`config.mk`:
```
export PLATFORM = sky130hd
export DESIGN_NAME = ipml_sync_fifo_wconv
export DESIGN_NICKNAME = d
export VERILOG_FILES = /design/src/rtl/ipml_sync_fifo_wconv.sv
export SDC_FILE = /design/constraint.sdc
export NUM_CORES = 1
export LEC_CHECK = 0
export ABC_AREA = 1
export CAP_MARGIN = 30
export CORE_MARGIN = 10
export CORE_UTILIZATION = 55
export CTS_BUF_LIST = sky130_fd_sc_hd__clkbuf_4 sky130_fd_sc_hd__clkbuf_8 sky130_fd_sc_hd__clkbuf_16
export DETAILED_ROUTE_END_ITERATION = 10
export GPL_TIMING_DRIVEN = 0
export PLACE_DENSITY = 0.79
export SLEW_MARGIN = 5
export SYNTH_ARGS = -nofsm -noshare
export SYNTH_HDL_FRONTEND = slang
export SYNTH_SLANG_ARGS = --single-unit
```
`constraint.sdc`:
```
create_clock -name clk -period 5.6 [get_ports clk]
set_input_delay 1.4 -clock clk [delete_from_list [all_inputs] [get_ports clk]]
set_output_delay 1.4 -clock clk [all_outputs]
set_load 0.005 [all_outputs]
```
`src/rtl/ipml_sync_fifo_wconv.sv`:
```
// ipml_sync_fifo_wconv: single-clock FIFO with asymmetric write/read widths.
//
// Data are stored as U-bit units, where U is the narrower of the two port
// widths. A write deposits WR_DATA_WIDTH/U units and a read removes
// RD_DATA_WIDTH/U units. This lets one storage array serve both the
// narrow-to-wide (packing) and the wide-to-narrow (unpacking) direction.
// Units are packed little-endian: the low unit of a wide word is first in time.
//
// Read modes:
//   FWFT = 0 : rd_data is registered. It loads the head word on a popping edge.
//   FWFT = 1 : rd_data shows the head word combinationally while not empty.
//
// Optional build macro IPML_FIFO_ERR_FLAG_EN:
//   Defined   : sticky overflow/underflow flags are built. They clear on rst.
//   Undefined : overflow and underflow are tied low and no registers exist.

module ipml_sync_fifo_wconv #(
    parameter int WR_DATA_WIDTH    = 64,
    parameter int RD_DATA_WIDTH    = 16,
    parameter int WR_DEPTH_WIDTH   = 4,
    parameter int RD_DEPTH_WIDTH   = 6,
    parameter int FWFT             = 0,
    parameter int ALMOST_FULL_NUM  = 14,
    parameter int ALMOST_EMPTY_NUM = 2
) (
    input  logic                      clk,
    input  logic                      rst,
    input  logic                      wr_en,
    input  logic [WR_DATA_WIDTH-1:0]  wr_data,
    output logic                      wr_full,
    output logic                      almost_full,
    output logic [WR_DEPTH_WIDTH:0]   wr_water_level,
    input  logic                      rd_en,
    output logic [RD_DATA_WIDTH-1:0]  rd_data,
    output logic                      rd_empty,
    output logic                      almost_empty,
    output logic [RD_DEPTH_WIDTH:0]   rd_water_level,
    output logic                      overflow,
    output logic                      underflow
);

    // Storage geometry. Everything below is expressed in U-bit units.
    localparam int UNIT_W       = (WR_DATA_WIDTH < RD_DATA_WIDTH) ? WR_DATA_WIDTH : RD_DATA_WIDTH;
    localparam int WR_UNITS     = WR_DATA_WIDTH / UNIT_W;
    localparam int RD_UNITS     = RD_DATA_WIDTH / UNIT_W;
    localparam int WR_UNITS_LOG = $clog2(WR_UNITS);
    localparam int RD_UNITS_LOG = $clog2(RD_UNITS);
    localparam int PTR_W        = (WR_DEPTH_WIDTH > RD_DEPTH_WIDTH) ? WR_DEPTH_WIDTH : RD_DEPTH_WIDTH;
    localparam int CNT_W        = PTR_W + 1;
    localparam int DEPTH        = 1 << PTR_W;
    localparam int WL_W         = WR_DEPTH_WIDTH + 1;
    localparam int RL_W         = RD_DEPTH_WIDTH + 1;

    localparam logic [CNT_W-1:0] CAPACITY = CNT_W'(DEPTH);
    localparam logic [CNT_W-1:0] WR_STEP  = CNT_W'(WR_UNITS);
    localparam logic [CNT_W-1:0] RD_STEP  = CNT_W'(RD_UNITS);
    localparam logic [PTR_W-1:0] WR_ADV   = PTR_W'(WR_UNITS);
    localparam logic [PTR_W-1:0] RD_ADV   = PTR_W'(RD_UNITS);

    logic [UNIT_W-1:0]        mem [DEPTH];
    logic [PTR_W-1:0]         wrPtr_q, wrPtr_d;
    logic [PTR_W-1:0]         rdPtr_q, rdPtr_d;
    logic [CNT_W-1:0]         count_q, count_d;
    logic                     wrAccept;
    logic                     rdAccept;
    logic [RD_DATA_WIDTH-1:0] headWord;

    // Status flags and water levels are pure functions of the registered unit
    // count. A level is the number of whole words of that port's width. The
    // power-of-two ratio turns each division into a shift.
    always_comb begin
        wr_full        = (CAPACITY - count_q) < WR_STEP;
        rd_empty       = count_q < RD_STEP;
        wr_water_level = WL_W'(count_q >> WR_UNITS_LOG);
        rd_water_level = RL_W'(count_q >> RD_UNITS_LOG);
        almost_full    = int'(wr_water_level) >= ALMOST_FULL_NUM;
        almost_empty   = int'(rd_water_level) <= ALMOST_EMPTY_NUM;
    end

    // A request counts only when its side has room or data. A write and a read
    // on the same edge are independent. Each sees the state before the edge.
    always_comb begin
        wrAccept = wr_en && !wr_full;
        rdAccept = rd_en && !rd_empty;
    end

    // Next-state pointers and count. The pointers wrap naturally at the array
    // size. The count moves by the net number of units written and read.
    always_comb begin
        wrPtr_d = wrPtr_q;
        rdPtr_d = rdPtr_q;
        count_d = count_q;
        if (wrAccept) begin
            wrPtr_d = wrPtr_q + WR_ADV;
        end
        if (rdAccept) begin
            rdPtr_d = rdPtr_q + RD_ADV;
        end
        count_d = count_q + (wrAccept ? WR_STEP : '0) - (rdAccept ? RD_STEP : '0);
    end

    // Pointer and count registers. Reset wins over any same-edge transfer.
    always_ff @(posedge clk) begin
        if (rst) begin
            wrPtr_q <= '0;
            rdPtr_q <= '0;
            count_q <= '0;
        end else begin
            wrPtr_q <= wrPtr_d;
            rdPtr_q <= rdPtr_d;
            count_q <= count_d;
        end
    end

    // Storage array. It is never cleared. An accepted write splits the word
    // into units, low unit first, at consecutive slots from the write pointer.
    always_ff @(posedge clk) begin
        if (!rst && wrAccept) begin
            for (int i = 0; i < WR_UNITS; i++) begin
                mem[wrPtr_q + PTR_W'(i)] <= wr_data[i*UNIT_W +: UNIT_W];
            end
        end
    end

    // Reassemble the word at the head of the queue. The unit at the read
    // pointer becomes the least significant slice.
    always_comb begin
        headWord = '0;
        for (int j = 0; j < RD_UNITS; j++) begin
            headWord[j*UNIT_W +: UNIT_W] = mem[rdPtr_q + PTR_W'(j)];
        end
    end

    generate
        if (FWFT != 0) begin : g_fwft
            // In fall-through mode the head word is shown directly. A pop only
            // advances the read pointer.
            assign rd_data = headWord;
        end else begin : g_std
            logic [RD_DATA_WIDTH-1:0] rdData_q;

            // In standard mode the output register captures the head word on a
            // popping edge. It holds its value at every other edge.
            always_ff @(posedge clk) begin
                if (rst) begin
                    rdData_q <= '0;
                end else if (rdAccept) begin
                    rdData_q <= headWord;
                end
            end

            assign rd_data = rdData_q;
        end
    endgenerate

`ifdef IPML_FIFO_ERR_FLAG_EN
    logic overflow_q;
    logic underflow_q;

    // Sticky error flags. A rejected request sets its flag. The flag stays set
    // until reset.
    always_ff @(posedge clk) begin
        if (rst) begin
            overflow_q  <= 1'b0;
            underflow_q <= 1'b0;
        end else begin
            if (wr_en && wr_full) begin
                overflow_q <= 1'b1;
            end
            if (rd_en && rd_empty) begin
                underflow_q <= 1'b1;
            end
        end
    end

    assign overflow  = overflow_q;
    assign underflow = underflow_q;
`else
    assign overflow  = 1'b0;
    assign underflow = 1'b0;
`endif

endmodule

```
**Word level (Yosys, flattened, before mapping)**

Memory sizes are Yosys's and may differ from the RTL's. A register that Yosys moved wholly into a read port is not among the register bits.
Cells that the tools add are included.
Widths: inputs -> output; s select.

- Order comparisons: 4
- Div/mod/pow operators: 0
- Equal/unequal tests: 0
- Multiplexer cells: 4
- Bitwise gates (word level): 0
- $add $sub $neg: 8
- Reductions and logical operators: 6
- Shift operators: 0
- Multiply operators: 0

Operators by type and width:

| cell | number |
|---|---|
| $add 6x1->6 const B | 2 |
| $add 6x2->6 const B | 2 |
| $add 7x3->7 | 1 |
| $le 7x2->1 const B | 1 |
| $lt 7x1->1 const B | 1 |
| $lt 7x3->1 const B | 1 |
| $sub 7x1->7 | 1 |
| $sub 7x7->7 const A | 1 |
| $add 6x3->6 const B | 1 |
| $ge 5x4->1 const B | 1 |
| $logic_and 1x1->1 | 3 |
| $logic_not 1->1 | 3 |
| $mux 1 | 3 |
| $mux 3 | 1 |

- ROM bits: 0
- Word-level logic and storage cells: 26
- Memories kept: 1
- Register bits: 19
- Output and inout port bits: 34
- Latch bits: 0
- Input bits: 68
- Memory bits (writable): 1,024

Memories:

| name | depth | width | rd ports | clocked after Yosys merged registers in | write ports | line | text |
|---|---|---|---|---|---|---|---|
| mem | 64 | 16 | 1 | 1 | 4 | 60 | `logic [UNIT_W-1:0] mem [DEPTH];` |

**Depth between registers and ports, before layout**

- Word-level depth: 7
- Mapped depth: 17
- Depth with buffers taken out: 16

**Least setup slack after synthesis**

Ideal clock, no wire load.

- Kind: input-to-reg
- Start point: input port wr_en
- End point: memory mem[12][0] in the netlist's numbering (enable)
- Stages: 4
- Library setup time: 486 ps
- Path buffers: 0
- Slack: 645 ps
- Arrival: 4,468 ps
- Required time: 5,114 ps
- Cells stage by stage: nand2_1 nor2_2 nand2_1 nor2_1

RTL lines:

| item | line | text |
|---|---|---|
| start: declaration | 28 | `input logic wr_en,` |
| end: declaration | 60 |  |

**Worst setup path in the final report**

- Start point: register count_q[3] (netlist: rd_water_level[3])
- End point: output port wr_full

- Word-level cells in the longest chain between the ends: 2

Ends and longest elaborated chain:

| item | line | text |
|---|---|---|
| start: declaration | 63 | `logic [CNT_W-1:0] count_q, count_d;` |
| start signal: assignment | 111 | `count_q <= count_d;` |
| $sub 7x7->7 | 72 | `wr_full = (CAPACITY - count_q) < WR_STEP;` |
| $lt 7x3->1 | 72 |  |
| end: declaration | 30 | `output logic wr_full,` |

No other way between the ends.

==> impl_metrics.yaml <==
setup_path:
  cp_common_cell: "inv_1"
  path_buf_inv: 3
  crit_path_top_delay_cell: "dfxtp_1"
  slowest_delay_ns: 0.52
  cp-end-kind: "primary output"
  crit_path_cell_trace: "inv_1 -> ha_1 -> nand2_1 -> xor2_1 -> nand3_1 -> inv_1 -> clkdlybuf4s50_1"
  reg2reg_depth: 16
  crit_path_max_fanout: 8
  path_delay_family: "buffers and inverters"
  worstPathRequired_ns: 4.20
  path_class: "reg2out"
  r2r-start: "rd_water_level[3]$_SDFF_PP0_"
  r2r-end: "rd_water_level[5]$_SDFF_PP0_"
  cp.arrival_ns: 2.58
  cp-start-kind: "register"
  r2r_slack_ns: 1.75
route:
  vias_per_cell: 6.053
  wirelength_mm: 168.3
  final_antenna_net_count: 0
  route.detailed.drc: 0
  first_pass_iters: 6
  drt-initial-drc-count: 5164
  wl_per_cell_um: 30.81
  vias: 33060
cells_and_area:
  multi_input_area_um2: 10440
  drive_gt1_share_pct: 9.227
  register_area_um2: 31410
  final_area_um2: 51590
  areaGrowthSynthToFinish_pct: 17.06
  fill_cells: 5822
  antenna_cells: 0
  fin_nets: 4413
grt:
  globalRouteOverflowTotal: 0
  antenna_found_initial: 13
  grt_max_degree: 35
  grt_use_met1_pct: 43.20
  gr-usage-all-layers_pct: 36.29
  grt_pass1_vias: 31390
  met3_usage_pct: 5.780
  grt_use_met2_pct: 56.15
  busiest_layer: "met2"
  grt_pass1_wl_mm: 228.4
synthesis:
  yosys.area_share.simple_pct: 20.68
  synth_area_leaders: "edfxtp_1 70%, nand2_1 11%, nand3_1 6.3%, nor2_1 3.2%, inv_1 2.6%"
  synth_top_area_share_pct: 69.77
  synth_compound_area_share_pct: 2.169
  synth_edf_count: 1024
  synth_adder_area_share_pct: 0.4996
  synth.distinct_cells: 29
  synthCells: 4040
  ys_seq_area_share_pct: 71.27
  postSynthRegisterBits: 1057
  synthArstFlopShare_pct: 0
  post-synth-top-count-cell: "nand2_1"
  ys_warn_count: 0
  synth_mux_area_share_pct: 0
  synth_xor_area_share_pct: 0.05962
  ys.flop_type: "edfxtp_1"
  synth_top_family_by_area: "simple AND/OR/NAND/NOR gates"
  syn_area_per_cell_um2: 10.91
  yosysTopAreaCell: "edfxtp_1"
  syn_area_um2: 44070
  synthTopCellsByCount: "1292 x nand2_1, 1024 x edfxtp_1, 554 x nand3_1"
sta:
  slew_violations: 0
  max_slew_margin_pct: 23.46
  hold_viol: 0
  fmax_ghz: 0.2510
  period_share_pct: 71.14
  fin_crit_ns: 3.984
  final.setup_skew_ns: 0.02218
  finalSetupViolCount: 0
  rsz0062_at_grt: "no"
  worst_slew_pin_slew_ns: 1.145
pwr:
  power_frac_clock_pct: 32.5
  p_per_area_nw_per_um2: 420.4
  seq_power_share_pct: 41.4
  swShare_pct: 33.87
  pwr-share-comb_pct: 26.1
  intPower_mw: 14.34
  max-vdd-ir-drop_v: 0.0003173
  power.leakage_nw: 20.00
  design_power_total_mw: 21.69
  p_sw_mw: 7.347
cts:
  path_clk_slew_ns: 0.06
  cts_buffer_depth: 3
  cts_tree: "yes"
  holdBufCountCts: 0
  clock_latency_ns: 0.69
  cts_buffers: 104
  cts_resized: 0
  post_cts_buffers: 0
  h-tree-depth: 3
  ctsRootBufferMaster: "clkbuf_16"
  cts_sinks: 1057
floorplan:
  initial_core_util_pct: 55.61
  pin_count: 102
  num_rows: 103
  die_height_um: 303.1
  die_area_um2: 91860
  fp.coreArea_um2: 79260
  dieWidth_um: 303.1
min_path:
  holdPathEnd: "rd_data[11]$_SDFFE_PP0P_"
  hp-start: "rd_data[11]$_SDFFE_PP0P_"
  hold-path-cell-count: 4
  hold_path_class: "reg2reg"
placement:
  io_buffers: 99
  gp_congestion: 1.067
  dpl.hpwl_mm: 120.1
  place_area_um2: 47850
run:
  maxCapViolCount: 0
status:
  status: "finished, final reports clean"
cell usage in the layout (no fill, tap or decap), types with 4 or more instances in the layout:
master | netlist | final
inv_2 | 4 | 4
bufinv_16 | 0 | 8
nor2_1 | 380 | 365
buf_8 | 0 | 30
clkbuf_1 | 72 | 72
nand3_1 | 554 | 554
o21ai_0 | 109 | 109
edfxtp_1 | 1024 | 1024
buf_1 | 24 | 24
clkdlybuf4s50_1 | 0 | 99
clkbuf_16 | 0 | 108
clkinv_2 | 0 | 21
dfxtp_1 | 33 | 33
inv_1 | 300 | 299
nor2_4 | 0 | 15
clkbuf_8 | 0 | 6
buf_4 | 24 | 24
buf_16 | 0 | 25
buf_2 | 92 | 92
clkbuf_4 | 0 | 19
buf_12 | 0 | 27
a21oi_1 | 76 | 76
nand2_1 | 1292 | 1292
clkinv_1 | 4 | 24
nor3_1 | 4 | 4
buf_6 | 16 | 16
ha_1 | 16 | 16
state kept, by name, summed over array words and instances, names as in the netlist:
register and flops:
rd_data 16, rdPtr_q 6, rd_water_level 7, wrPtr_q 4, mem 1024
metrics by stage:
stage	std cells	hold WS (ns)	utilization [%]	setup WS (ns)	TNS (ns)
final	5461	0.5795	65.09	1.616	0
after detailed placement	5253	0.5614	60.38	1.214	0
after floorplan	4041	0.5085	-	0.6453	0
after global placement	5190	0.5443	58.52	-1.858	-1479.86
after CTS	5442	0.5746	64.69	1.616	0
after global routing	5461	0.6066	65.09	1.476	0
worst max path at each step:
stage | from | endpoint | slack [ns] | cells past startpoint
after detailed placement | rd_en | rd_water_level[5]$_SDFF_PP0_ | 1.21 | 13
after global routing | rd_water_level[3]$_SDFF_PP0_ | wr_full | 1.48 | 7
after global placement | wr_en | mem[10][14]$_DFFE_PP_ | -1.86 | 5
final | rd_water_level[3]$_SDFF_PP0_ | wr_full | 1.62 | 7
after CTS | rd_water_level[3]$_SDFF_PP0_ | wr_full | 1.62 | 7
after floorplan | wr_en | mem[12][0]$_DFFE_PP_ | 0.65 | 4
per-layer routing:
layer / up-vias / share of wire, %
met4: 0 / 11
li1: 14110 / -
met3: 605 / 11
met1: 15820 / 33
met2: 2520 / 45
met5: - / 0
kinds of logic after synthesis:
group | Yosys count
AOI/OAI and AO/OA | 189
xor gates and xnor gates | 3
adders and majority gates | 17
buffers and inverters | 537
DFF | 1057
other | 1
and+or+nand+nor | 2236
layout make-up:
type / instances / share of cell area (%)
flip-flops and latches: 1057 / 60.88
multi-input cells: 2447 / 20.23
clock buffers: 133 / 5.675
repair buffers: 181 / 5.175
well taps: 1050 / 2.547
plain buffers: 228 / 2.289
inverters: 309 / 2.258
clock inverters: 56 / 0.9434
power groups by stage:
stage / sequential, mW / clock (mW) / combinational, mW
CTS: 8.99 / 7.00 / 5.41
detailed placement: 9.15 / 0 / 5.37
finish: 8.99 / 7.04 / 5.66
floorplan: 9.15 / 0 / 2.60
global placement: 9.18 / 0 / 5.17
global route: 9.00 / 7.29 / 5.82
worst min-delay path, stage by stage (launching register included):
cell	delay [ns]
dfxtp_1	0.31
nor2_1	0.10
nor2_1	0.04
nand2_1	0.05
inv_1	0.04
(Power assumes the default switching activity.)
